==> src/rtl/scan_decoder.sv <==
// Registered N-to-2^N one-hot decoder with a direct-select path and a prescaled
// up/down scan sequencer, plus load, enable, step/wrap strobes and output polarity.
module scan_decoder #(
   parameter int unsigned SEL_W    = 3,
   parameter int unsigned PRESCALE = 4,
   parameter bit          ACT_LOW  = 1'b0
) (
   input  logic                  clk_i,
   input  logic                  reset_i,
   input  logic                  en_i,
   input  logic [1:0]            mode_i,
   input  logic                  load_i,
   input  logic [SEL_W-1:0]      d_i,
   output logic [2**SEL_W-1:0]   q_o,
   output logic [SEL_W-1:0]      idx_o,
   output logic                  step_o,
   output logic                  wrap_o
);

   localparam int unsigned OUT_W = 2 ** SEL_W;
   localparam int unsigned CNT_W = (PRESCALE > 1) ? $clog2(PRESCALE) : 1;
   localparam logic [CNT_W-1:0] CNT_MAX = CNT_W'(PRESCALE - 1);
   localparam logic [OUT_W-1:0] IDLE = ACT_LOW ? {OUT_W{1'b1}} : {OUT_W{1'b0}};
   localparam logic [SEL_W-1:0] IDX_MAX = {SEL_W{1'b1}};

   logic [SEL_W-1:0] idx_q, idx_d, idx_adv;
   logic [CNT_W-1:0] cnt_q, cnt_d;
   logic [OUT_W-1:0] q_q, q_d;
   logic             step_q, step_d;
   logic             wrap_q, wrap_d;
   logic             scan_down;

   // Active bit is flipped against the idle pattern, giving one-hot or one-cold.
   function automatic logic [OUT_W-1:0] dec(input logic [SEL_W-1:0] sel);
      logic [OUT_W-1:0] oh;
      oh      = '0;
      oh[sel] = 1'b1;
      return oh ^ IDLE;
   endfunction

   assign scan_down = mode_i[0];
   assign idx_adv   = scan_down ? (idx_q - SEL_W'(1)) : (idx_q + SEL_W'(1));

   always_comb begin
      idx_d  = idx_q;
      cnt_d  = cnt_q;
      q_d    = IDLE;
      step_d = 1'b0;
      wrap_d = 1'b0;
      if (en_i) begin
         unique case (mode_i)
            2'b00: begin
               cnt_d = '0;
            end
            2'b01: begin
               idx_d = d_i;
               cnt_d = '0;
               q_d   = dec(d_i);
            end
            2'b10, 2'b11: begin
               if (load_i) begin
                  idx_d = d_i;
                  cnt_d = '0;
                  q_d   = dec(d_i);
               end else if (cnt_q == CNT_MAX) begin
                  idx_d  = idx_adv;
                  cnt_d  = '0;
                  q_d    = dec(idx_adv);
                  step_d = 1'b1;
                  wrap_d = scan_down ? (idx_q == '0) : (idx_q == IDX_MAX);
               end else begin
                  cnt_d = cnt_q + CNT_W'(1);
                  q_d   = dec(idx_q);
               end
            end
            default: ;
         endcase
      end
   end

   always_ff @(posedge clk_i or posedge reset_i) begin
      if (reset_i) begin
         idx_q  <= '0;
         cnt_q  <= '0;
         q_q    <= IDLE;
         step_q <= 1'b0;
         wrap_q <= 1'b0;
      end else begin
         idx_q  <= idx_d;
         cnt_q  <= cnt_d;
         q_q    <= q_d;
         step_q <= step_d;
         wrap_q <= wrap_d;
      end
   end

   assign q_o    = q_q;
   assign idx_o  = idx_q;
   assign step_o = step_q;
   assign wrap_o = wrap_q;

endmodule

==> config.mk <==
export PLATFORM = sky130hd
export DESIGN_NAME = scan_decoder
export DESIGN_NICKNAME = d
export VERILOG_FILES = /design/src/rtl/scan_decoder.sv
export SDC_FILE = /design/constraint.sdc
export NUM_CORES = 1
export LEC_CHECK = 0
export BUFFER_PORTS_ARGS = -buffer_cell sky130_fd_sc_hd__buf_2
export CAP_MARGIN = 20
export CORE_UTILIZATION = 55
export CTS_BUF_LIST = sky130_fd_sc_hd__clkbuf_4
export DETAILED_ROUTE_END_ITERATION = 12
export PLACE_DENSITY_LB_ADDON = 0.05
export SLEW_MARGIN = 25
export SYNTH_ARGS = -nofsm -noshare
export SYNTH_HDL_FRONTEND = slang
export SYNTH_SLANG_ARGS = --single-unit
==> constraint.sdc <==
create_clock -name clk_i -period 5.03 [get_ports clk_i]
set_input_delay 0.2515 -clock clk_i [delete_from_list [all_inputs] [get_ports clk_i]]
set_output_delay 0.2515 -clock clk_i [all_outputs]
set_load 0.03 [all_outputs]
==> flow_summary_export.csv <==
group,metric,value,unit
grt,grtUsageTotal,23.0,%
grt,grt_max_degree,20,
timing,hold_violations,0,
flow_run,max_cap_viol_count,0,
layout,final_area,1080,um2
clocking,root_buffer,"clkbuf_4",
timing,period_share,42.8,%
clocking,numClockSinks,15,
yosys,synth_top_family_by_area,"simple AND/OR/NAND/NOR gates",
grt,antenna_found_initial,0,
yosys,yosys_warnings,0,
grt,grt_pass1_wl,3260,um
grt,grt_overflow,0,
detailed_routing,routed_wl,2000,um
floorplanning,die-area,1930,um2
timing,slew_viol_final,0,
yosys,netlist-cell-type-count,44,
floorplanning,core_area,1580,um2
yosys,netlist_instances,101,
yosys,synth_compound_area_share,17.7,%
pwr,leakage,0.000513,uW
floorplanning,row_count,14,
clocking,numCtsBuffers,3,
clocking,hold_buffers,0,
detailed_routing,routed_via_density,6.12,
timing,setup_viol,0,
detailed_routing,post_drt_wl_per_cell,15.2,um
detailed_routing,first_iter_violations,23,
timing,slew_headroom,61.5,%
layout,area_growth,11.4,%
worst_setup_path,r2r-start,"idx_o[0]$_DFFE_PP0P_",
yosys,yosysSeqAreaShare,38.8,%
status,status,"completed",
timing,tightest_slew,577,ps
timing,whs,13.2,ps
timing,finalSetupTns,0,ps
yosys,ys_seq_elements,15,
placed_design,placed_area,1050,um2
detailed_routing,routed-via-count,808,
placed_design,port_buffers,21,
yosys,synth_mux_area_share,3.23,%
timing,min_period,2160,ps
worst_setup_path,reg2reg_setup_slack,2870,ps
clocking,path_clk_slew,90,ps
worst_setup_path,endpoint_kind,"flop",
floorplanning,start_util,61.4,%
pwr,power-per-cell-area,312,nW/um2
detailed_routing,drc,0,
hold_path,hp-class,"input pin to asynchronous set/reset pin",
floorplanning,die_w,44.0,um
timing,rsz0062_at_grt,"false",
worst_setup_path,worstReg2RegEnd,"q_o[1]$_DFF_PP0_",
yosys,synth_edf_count,0,
worst_setup_path,path_max_fanout,19,
yosys,ys.flop_type,"dfrtp_1",
layout,drive_gt1_share,27.6,%
clocking,htree_levels,1,
clocking,cts_resized,0,
yosys,synthAdderAreaFrac,3.36,%
yosys,syn_area,968,um2
pwr,ir_drop,0.192,mV
detailed_routing,drtPass1Iterations,6,
yosys,synth_simple_gate_area_share,26.9,%
yosys,syn-num-nets,112,
worst_setup_path,rr_worst_depth,4,
yosys,syn_area_per_cell,9.59,um2
clocking,clk_path_buf_depth,2,
floorplanning,die_height,44.0,um
worst_setup_path,worst_setup_path_start_kind,"flop",
yosys,synth-async-reset-ratio,100,%
pwr,finalPower,336,uW
clocking,clock_latency,280,ps
worst_setup_path,crit_arrival,2360,ps
clocking,cts_tree,"done",
layout,fin_nets,128,
timing,finClkSkew,1.09,ps
detailed_routing,ant_nets,0,
placed_design,place.gp.congestion,0.824,
floorplanning,io_pins,22,
yosys,synth_xor_area_share,4.91,%
grt,grt_pass1_vias,702,
worst_setup_path,crit_type,"flop to flop",
worst_setup_path,required,5240,ps
layout,antenna_cells_inserted,0,
placed_design,dp_hpwl,1380,um
timing,fmax,464,MHz
clocking,post_cts_buffers,0,
## how the worst max path moves through the flow
| stage | start | endpoint | slack (ps) | depth (start not counted) |
|---|---|---|---|---|
| after global routing | idx_o[0]$_DFFE_PP0P_ | q_o[0]$_DFF_PP0_ | 2770 | 5 |
| final | idx_o[0]$_DFFE_PP0P_ | q_o[1]$_DFF_PP0_ | 2870 | 4 |
| after CTS | idx_o[0]$_DFFE_PP0P_ | q_o[1]$_DFF_PP0_ | 2910 | 4 |
| after global placement | idx_o[0]$_DFFE_PP0P_ | q_o[1]$_DFF_PP0_ | 2970 | 4 |
| after floorplan | idx_o[1]$_DFFE_PP0P_ | q_o[1]$_DFF_PP0_ | 3070 | 4 |
| after detailed placement | idx_o[0]$_DFFE_PP0P_ | q_o[1]$_DFF_PP0_ | 2930 | 4 |
## stage by stage
| stage | setup slack [ps] | std cells | util [%] |
|---|---|---|---|
| final | 2870 | 132 | 68.4 |
| after global routing | 2770 | 132 | 68.4 |
| after CTS | 2910 | 132 | 68.4 |
| after detailed placement | 2930 | 128 | 66.7 |
| after global placement | 2970 | 128 | 66.7 |
| after floorplan | 3070 | 101 | - |
## cell usage in the layout (no fill, tap or decap), types with 2 or more instances in the layout
cell | netlist | final
a41oi_1 | 2 | 2
and3_1 | 3 | 3
nor2_1 | 5 | 5
nand4b_1 | 2 | 2
nand2_1 | 11 | 11
o22ai_1 | 2 | 2
inv_1 | 2 | 2
nand3b_1 | 2 | 2
dfrtp_1 | 15 | 15
a31oi_1 | 3 | 3
clkbuf_4 | 0 | 3
nand3_1 | 6 | 6
nor2b_1 | 2 | 2
o21ai_1 | 3 | 3
o31ai_1 | 3 | 3
buf_2 | 4 | 21
nor3_1 | 2 | 2
mux2i_1 | 2 | 2
## logic make-up (layout without fill, tap and decap cells)
group                      after synthesis  after routing
AOI/OAI and AO/OA                       23             23
and+or+nand+nor                         44             44
xor gates and xnor gates                 2              2
muxes                                    3              3
buffers and inverters                   12             27
adders and majority gates                2              2
DFF                                     15             15
## report_power, final
group	leakage, uW	internal, uW	switching [uW]	total [uW]
Clock	0.0000177	29.5	39.2	68.7
Combinational	0.000296	48.8	69.7	119
Sequential	0.000199	129	20.0	149
## state kept, by name, indices dropped and copies added (netlist names)
register and flops:
q_o 8, idx_o 3, cnt_q 2, step_o 1, wrap_o 1
## area by class of cell
type                            instances  area (um2)
Multi-Input combinational cell         74         543
Fill cell                             125         498
Tap cell                               16        20.0
Clock inverter                          1        5.00
Timing Repair Buffer                   21         105
Inverter                                2        7.51
Clock buffer                            3        22.5
Sequential cell                        15         375
## cells in the mapped netlist, types with 2 or more instances
library cell	n	area (um2)
and3_1	3	18.8
nor2_1	5	18.8
dfrtp_1	15	375
buf_2	4	20.0
o21ai_1	3	15.0
a31oi_1	3	18.8
o31ai_1	3	22.5
nor3_1	2	10.0
inv_1	2	7.51
nand3_1	6	30.0
nand3b_1	2	15.0
o22ai_1	2	12.5
clkbuf_1	6	22.5
nor2b_1	2	12.5
nand2_1	11	41.3
a41oi_1	2	17.5
nand4b_1	2	17.5
mux2i_1	2	20.0
## metal layers
| metal | vias up | GRT usage (%) | share of wire [%] |
|---|---|---|---|
| li1 | 407 | - | - |
| met1 | 374 | 32.8 | 49 |
| met2 | 25 | 36.4 | 46 |
| met3 | 2 | 4.58 | 4.5 |
| met4 | 0 | 5.45 | 0.55 |
| met5 | - | 0 | 0 |
## worst max-delay path, stage by stage (launching register included)
cell	delay, ps
dfrtp_1	600
fa_1	550
xor3_2	460
o311a_1	320
nor3b_2	150
Note: power is estimated with default switching activity, not from simulation.
